[config.mk]
export PLATFORM = sky130hd
export DESIGN_NAME = tl_cntr_param
export DESIGN_NICKNAME = d
export VERILOG_FILES = /design/src/rtl/tl_cntr_param.sv
export SDC_FILE = /design/constraint.sdc
export NUM_CORES = 1
export LEC_CHECK = 0
export CAP_MARGIN = 20
export CORE_UTILIZATION = 49
export DETAILED_ROUTE_END_ITERATION = 8
export HOLD_SLACK_MARGIN = 0.08
export PLACE_DENSITY = 0.72
export RECOVER_POWER = 50
export SKIP_LAST_GASP = 1
export SYNTH_ARGS = -nofsm -noshare
export SYNTH_HDL_FRONTEND = slang
export SYNTH_SLANG_ARGS = --single-unit
[constraint.sdc]
create_clock -name clk -period 1.9 [get_ports clk]
set_clock_uncertainty 0.1 [all_clocks]
set_input_delay 0.57 -clock clk [delete_from_list [all_inputs] [get_ports clk]]
set_output_delay 0.57 -clock clk [all_outputs]
set_load 0.1 [all_outputs]
[src/rtl/tl_cntr_param.sv]
// Parametrised two-road traffic light controller with min/max green, timed
// yellow, forced hand-over on waiting traffic and a night flashing mode.
module tl_cntr_param #(
  parameter int unsigned CNT_W     = 8,
  parameter int unsigned MIN_GRN   = 4,
  parameter int unsigned MAX_GRN   = 20,
  parameter int unsigned YEL_CYC   = 5,
  parameter int unsigned FLASH_CYC = 2
) (
  input  logic       clk,
  input  logic       reset_n,
  input  logic       Ta,
  input  logic       Tb,
  input  logic       flash,
  output logic [1:0] La,
  output logic [1:0] Lb
);

  typedef enum logic [2:0] {S_AG, S_AY, S_BG, S_BY, S_FL} state_t;

  localparam logic [1:0] L_GRN = 2'b00;
  localparam logic [1:0] L_YEL = 2'b01;
  localparam logic [1:0] L_RED = 2'b10;
  localparam logic [1:0] L_OFF = 2'b11;

  localparam logic [CNT_W-1:0] MIN_T = CNT_W'(MIN_GRN - 1);
  localparam logic [CNT_W-1:0] MAX_T = CNT_W'(MAX_GRN - 1);
  localparam logic [CNT_W-1:0] YEL_T = CNT_W'(YEL_CYC - 1);
  localparam logic [CNT_W-1:0] FL_T  = CNT_W'(FLASH_CYC - 1);

  state_t           state_q, state_d;
  logic [CNT_W-1:0] cnt_q, cnt_d;
  logic             phase_q, phase_d;  // 0 = yellow, 1 = off

  always_ff @(posedge clk or negedge reset_n) begin
    if (!reset_n) begin
      state_q <= S_AG;
      cnt_q   <= '0;
      phase_q <= 1'b0;
    end else begin
      state_q <= state_d;
      cnt_q   <= cnt_d;
      phase_q <= phase_d;
    end
  end

  always_comb begin
    state_d = state_q;
    phase_d = phase_q;
    unique case (state_q)
      S_AG: if (flash || (cnt_q >= MIN_T && !Ta) || (cnt_q >= MAX_T && Tb))
              state_d = S_AY;
      S_AY: if (cnt_q == YEL_T) state_d = flash ? S_FL : S_BG;
      S_BG: if (flash || (cnt_q >= MIN_T && !Tb) || (cnt_q >= MAX_T && Ta))
              state_d = S_BY;
      S_BY: if (cnt_q == YEL_T) state_d = flash ? S_FL : S_AG;
      S_FL: begin
        if (!flash)               state_d = S_AG;
        else if (cnt_q == FL_T)   phase_d = ~phase_q;
      end
      default: state_d = S_AG;
    endcase

    // In S_FL the dwell counter doubles as the half-period timer, so it
    // restarts at each phase toggle instead of running on to saturation.
    if (state_d != state_q) begin
      cnt_d   = '0;
      phase_d = 1'b0;
    end else if (state_q == S_FL && cnt_q == FL_T) begin
      cnt_d = '0;
    end else if (cnt_q != '1) begin
      cnt_d = cnt_q + 1'b1;
    end else begin
      cnt_d = cnt_q;
    end
  end

  always_comb begin
    La = L_RED;
    Lb = L_RED;
    unique case (state_q)
      S_AG: La = L_GRN;
      S_AY: La = L_YEL;
      S_BG: Lb = L_GRN;
      S_BY: Lb = L_YEL;
      S_FL: begin
        La = phase_q ? L_OFF : L_YEL;
        Lb = phase_q ? L_OFF : L_YEL;
      end
      default: begin
        La = L_GRN;
        Lb = L_RED;
      end
    endcase
  end

endmodule
==> results.tsv, run 1 <==
metric	value	unit
status	finished, violations left	
violations	design-rule violations, negative setup slack	
yosys.area_share.simple	36.0	%
antenna_found_initial	0	
slowest_stage	dfrtp_2	
clkTransAtPathRegs	0.07	ns
setup_viol	13	
dp_hpwl	1550	um
hold_viol	0	
port-buffer-count	8	
core_area	0.00156	mm2
grt_usage	34.2	%
final_nets	151	
pwr-share-comb	74.5	%
layout_setup_ws	-0.214	ns
yosysTopAreaCell	dfrtp_1	
die_w	43.6	um
p_switching	1.13	mW
synthXorXnorAreaFrac	1.03	%
utilization	93.9	%
worstPathRequired	1.95	ns
slowest_delay	0.48	ns
drt_iter0_markers	69	
intPower	1.17	mW
multiInputGateArea	676	um2
synth_top_family_by_area	simple AND/OR/NAND/NOR gates	
pin_count	9	
cp_max_fo	6	
synth_cell_type_count	36	
maxSlewViolCount	0	
p_leak	0.612	nW
cp-end-kind	flip-flop	
crit_family	simple AND/OR/NAND/NOR gates	
peakVddDrop	1210	uV
worstPathCellList	nor3b_2, buf_4, buf_4, nand3b_1, a21oi_1, or2_4, buf_4, nor4b_4	
period_share	111	%
drive_gt1_share	52.5	%
syn_to_final_growth	72.6	%
synth_area_leaders	dfrtp_1 35%, nor3_1 5.3%, a21oi_1 4.7%	
yosys_most_used_dff	dfrtp_1	
dieArea	0.00190	mm2
powerDensity	1570	mW/mm2
synthMuxAreaShare	1.18	%
htreeDepth	1	
clock.fmax	473	MHz
root_buffer	clkbuf_4	
avgSynthCellArea	8.66	um2
pre_cts_ws	-0.437	ns
die_y	43.6	um
place.gp.congestion	0.830	
tightest_slew	0.646	ns
synth_top_area_share	35.4	%
vias	1095	
worst-setup-path-type	flip-flop to flip-flop	
power	2.30	mW
arrival	2.17	ns
grt_max_degree	13	
p_sw_share	49.3	%
p_seq_share	18.5	%
clkPwrFrac	7.0	%
ys_ff_latch	12	
clockBufferDepth	2	
routed_wirelength	3660	um
grt_pass1_wl	4670	um
mostFrequentLayoutCells	27 x buf_4, 8 x nor3_1, 8 x dfrtp_1	
grt_pass1_vias	1021	
cts.hold.buffers_added	0	
row_count	14	
regArea	305	um2
holdWs	0.551	ns
hold_path_class	flip-flop to flip-flop	
tns	-2.03	ns
cap_violations	0	
via_per_inst	6.97	
synth_edf_count	0	
fillers	47	
postRouteAntennaNets	0	
slew_headroom	56.9	%
dr.pass1.iters	6	
min_period	2.11	ns
overflow	0	
diodes	0	
synth_compound_area_share	16.8	%
syn-instance-count	98	
netlist_area	848	um2
drc	3	
clk_latency	0.28	ns
cts_tree	yes	
cp-start-kind	flip-flop	
rsz0062_at_grt	yes	
async_flop_share	100	%
final_common_cell	buf_4	
yosysSeqAreaShare	35.4	%
clock_sinks	12	
cp_common_cell	buf_4	
wl_per_cell	23.3	um
cts_buffers	3	
path_buf_inv	3	
ys.warnings.count	0	
synthAdderAreaFrac	4.42	%
start_util	54.4	%
synth_fp_nets	106	
[logic make-up (layout without fill, tap and decap cells)]
group	count (synthesis)	in the layout
and+or+nand+nor	49	49
AOI/OAI and AO/OA	23	23
DFF	12	12
buffers and inverters	9	52
adders and majority gates	3	3
xor gates and xnor gates	1	1
muxes	1	1
[stage by stage]
| stage | instance area, um2 | cells |
|---|---|---|
| 2_1_floorplan | 888 | 98 |
| 3_3_place_gp | 1150 | 138 |
| 3_5_place_dp | 1150 | 138 |
| 4_1_cts | 1400 | 152 |
| 5_1_grt | 1460 | 157 |
| 6_report | 1460 | 157 |
[routing by layer]
metal | up-vias | routed length, um | share of wire (%) | GRT usage (%)
met2 | 103 | 1820 | 50 | 63.9
met5 | - | 0 | 0 | 0
met1 | 517 | 1230 | 34 | 36.3
met4 | 0 | 280 | 7.7 | 18.8
met3 | 26 | 323 | 8.8 | 5.00
li1 | 449 | - | - | -
[final timing paths]
check	start	endpoint	slack [ns]	cells after the start
worst max-delay path	state_q[1]	cnt_q[6]	-0.21	8
worst min-delay path	state_q[2]	state_q[1]	0.55	2
worst max register to register	state_q[1]	cnt_q[6]	-0.21	8
worst min register to register	state_q[2]	state_q[1]	0.55	2
max in group asynchronous	reset_n	state_q[2]	0.53	2
min in group asynchronous	reset_n	cnt_q[6]	0.71	2
[power by group through the flow]
stage | Combinational, mW | Sequential [mW] | Clock, mW
after global routing | 1.77 | 0.425 | 0.177
after detailed placement | 1.19 | 0.413 | 0
after floorplan | 0.769 | 0.397 | 0
after CTS | 1.54 | 0.409 | 0.169
after global placement | 1.18 | 0.405 | 0
final | 1.71 | 0.425 | 0.160
[final cells by class]
class,count,share of cell area (%)
Timing Repair Buffer,43,28.4
Tap cell,16,1.37
Inverter,6,1.71
Multi-Input combinational cell,77,46.2
Clock buffer,3,1.54
Sequential cell,12,20.9
[cell usage after synthesis (2+ instances only)]
library cell,instances
nand2_1,8
buf_2,2
o21ai_0,7
inv_1,5
nand3_1,4
nor4_1,2
nor2_1,9
dfrtp_1,12
ha_1,3
a31oi_1,2
nor4b_2,2
nor3b_2,2
a21oi_1,8
nor3_1,9
nand4_1,2
[worst register-to-register path: stages, from the launching register on]
cell	delay, ns
dfrtp_2	0.48
nor3b_2	0.31
buf_4	0.17
buf_4	0.11
nand3b_1	0.12
a21oi_1	0.27
or2_4	0.24
buf_4	0.14
nor4b_4	0.04
[what timing repair did]
item	CTS	global route
setup endpoints to repair	14	14
pin swaps	12	4
resized for setup	25	12
buffers inserted	12	6
gates cloned	1	0
[registers in the layout, indices dropped and copies added (netlist names)]
signal,count
cnt_q,8
state_q,3
phase_q,1
No activity file was read; power rests on OpenSTA's default activity.
==> inputs of run 2 (changes only) <==
--- a/config.mk
+++ b/config.mk
@@ -6,9 +6,10 @@
 export NUM_CORES = 1
 export LEC_CHECK = 0
 export CAP_MARGIN = 20
+export CORE_MARGIN = 1
 export CORE_UTILIZATION = 49
 export DETAILED_ROUTE_END_ITERATION = 8
-export HOLD_SLACK_MARGIN = 0.08
+export HOLD_SLACK_MARGIN = 0.15
 export PLACE_DENSITY = 0.72
 export RECOVER_POWER = 50
 export SKIP_LAST_GASP = 1
==> results of run 2 <==
Same layout as run 1: the final DEF is identical, and so are final timing and power.
==> inputs of run 3 (changes only) <==
--- a/config.mk
+++ b/config.mk
@@ -6,11 +6,12 @@
 export NUM_CORES = 1
 export LEC_CHECK = 0
 export CAP_MARGIN = 20
+export CORE_ASPECT_RATIO = 1.25
 export CORE_MARGIN = 1
 export CORE_UTILIZATION = 49
 export DETAILED_ROUTE_END_ITERATION = 8
 export HOLD_SLACK_MARGIN = 0.15
-export PLACE_DENSITY = 0.72
+export PLACE_DENSITY = 0.83
 export RECOVER_POWER = 50
 export SKIP_LAST_GASP = 1
 export SYNTH_ARGS = -nofsm -noshare
==> results.tsv, run 3 (same netlist as run 1, synthesis figures left out) <==
metric	value	unit
layout_setup_ws	-0.103	ns
status	finished, violations left	
cts_tree	yes	
clkTransAtPathRegs	0.07	ns
cts_buffers	3	
grt_pass1_vias	959	
powerDensity	1530	mW/mm2
port-buffer-count	8	
peakVddDrop	920	uV
grt_max_degree	13	
core_area	0.00160	mm2
worst-setup-path-type	flip-flop to output port	
die_w	39.2	um
timing.rr.start	state_q[1]	
overflow	0	
antenna_found_initial	0	
slew_headroom	53.5	%
root_buffer	clkbuf_4	
violations	negative setup slack	
grt_pass1_wl	4110	um
arrival	1.33	ns
final_common_cell	buf_4	
diodes	0	
pwr-share-comb	71.3	%
largest_registers	cnt_q x8, state_q x3, phase_q x1	
multiInputGateArea	647	um2
startpoint	state_q[1]	
placed_cells	138	
hold_path_class	flip-flop to flip-flop	
period_share	105	%
slowest_stage	dfrtp_2	
start_util	53.0	%
cp-start-kind	flip-flop	
utilization	84.2	%
wl_per_cell	18.7	um
setup_viol	4	
cp_max_fo	5	
clock_sinks	12	
p_switching	1.03	mW
drc	0	
dr.pass1.iters	4	
grt_usage	30.5	%
htreeDepth	1	
drt_iter0_markers	39	
mostFrequentLayoutCells	22 x buf_4, 9 x dfrtp_1, 8 x nor3_1, 7 x nor2_1, 6 x nand2_1	
hold_viol	0	
fin_cells	151	
via_per_inst	6.40	
rsz0062_at_grt	yes	
final_nets	143	
clk_latency	0.27	ns
intPower	1.03	mW
min_period	2.00	ns
drive_gt1_share	45.9	%
vias	966	
cp-end-kind	output port	
place.gp.congestion	0.765	
tightest_slew	0.697	ns
postRouteAntennaNets	0	
clock.fmax	499	MHz
pin_count	9	
largest_reg_flops	8	
p_sw_share	50.1	%
routed_wirelength	2830	um
maxSlewViolCount	0	
regArea	304	um2
syn_to_final_growth	59.0	%
cap_violations	0	
fillers	95	
hold_start	state_q[2]	
cts.hold.buffers_added	0	
worstPathRequired	1.23	ns
die_y	48.5	um
p_leak	0.557	nW
clkPwrFrac	7.7	%
pre_cts_ws	-0.477	ns
dp_hpwl	1590	um
clockBufferDepth	2	
row_count	16	
top_register	cnt_q	
worstPathCellList	nor2_4, nand2_2, buf_6, o21ai_4, buf_12	
holdWs	0.548	ns
dieArea	0.00190	mm2
slowest_delay	0.48	ns
p_seq_share	21.0	%
-- run 3: power by group through the flow --
stage               Sequential (mW)  Combinational, mW  Clock (mW)
finish                        0.432               1.47       0.159
global route                  0.440               1.54       0.172
CTS                           0.417               1.34       0.158
detailed placement            0.421               1.16           0
global placement              0.416               1.11           0
floorplan                     0.397              0.769           0
-- run 3: final timing paths --
check / slack (ns) / to / cells after the start
hold / removal: 0.55 / state_q[1] / 2
min in group asynchronous: 0.74 / cnt_q[6] / 2
setup reg to reg: 0.02 / phase_q / 7
setup / recovery: -0.10 / Lb[0] / 5
hold reg to reg: 0.55 / state_q[1] / 2
max in group asynchronous: 0.47 / state_q[2] / 2
-- run 3: per-layer routing --
layer / vias to the layer above / global-route usage (%) / wire length [um]
li1: 436 / - / -
met1: 465 / 33.4 / 980
met2: 50 / 55.6 / 1590
met3: 15 / 5.50 / 122
met4: 0 / 9.20 / 130
met5: - / 0 / 0
-- run 3: per-stage QoR --
| stage | power [mW] | area (um2) | setup TNS (ns) |
|---|---|---|---|
| after floorplan | 1.17 | 888 | 0 |
| after global placement | 1.53 | 1140 | -4.06 |
| after detailed placement | 1.58 | 1140 | -4.58 |
| after CTS | 1.91 | 1290 | -0.396 |
| after global routing | 2.16 | 1350 | -0.621 |
| final | 2.06 | 1350 | -0.353 |
-- run 3: repair_timing --
| item | in CTS | in global routing |
|---|---|---|
| pin swaps | 9 | 8 |
| gates resized for setup | 20 | 9 |
| buffers inserted | 8 | 1 |
| endpoints found under the setup margin | 14 | 14 |
| hold endpoints to repair | 0 | 0 |
| cloned | 1 | 0 |
-- run 3: final cells by class --
type                       count  share of cell area [%]
tap                           18                    1.67
sequential                    12                    22.5
inverter                       6                    1.67
timing repair buffer          35                    24.5
multi-input combinational     77                    48.0
clock buffer                   3                    1.67
-- run 3: critical path: cells and delay by family, from the launching register on --
kind	cells	cell delay (ns)
DFF	1	0.48
buffers and inverters	2	0.31
and+or+nand+nor	2	0.21
AOI/OAI and AO/OA	1	0.06
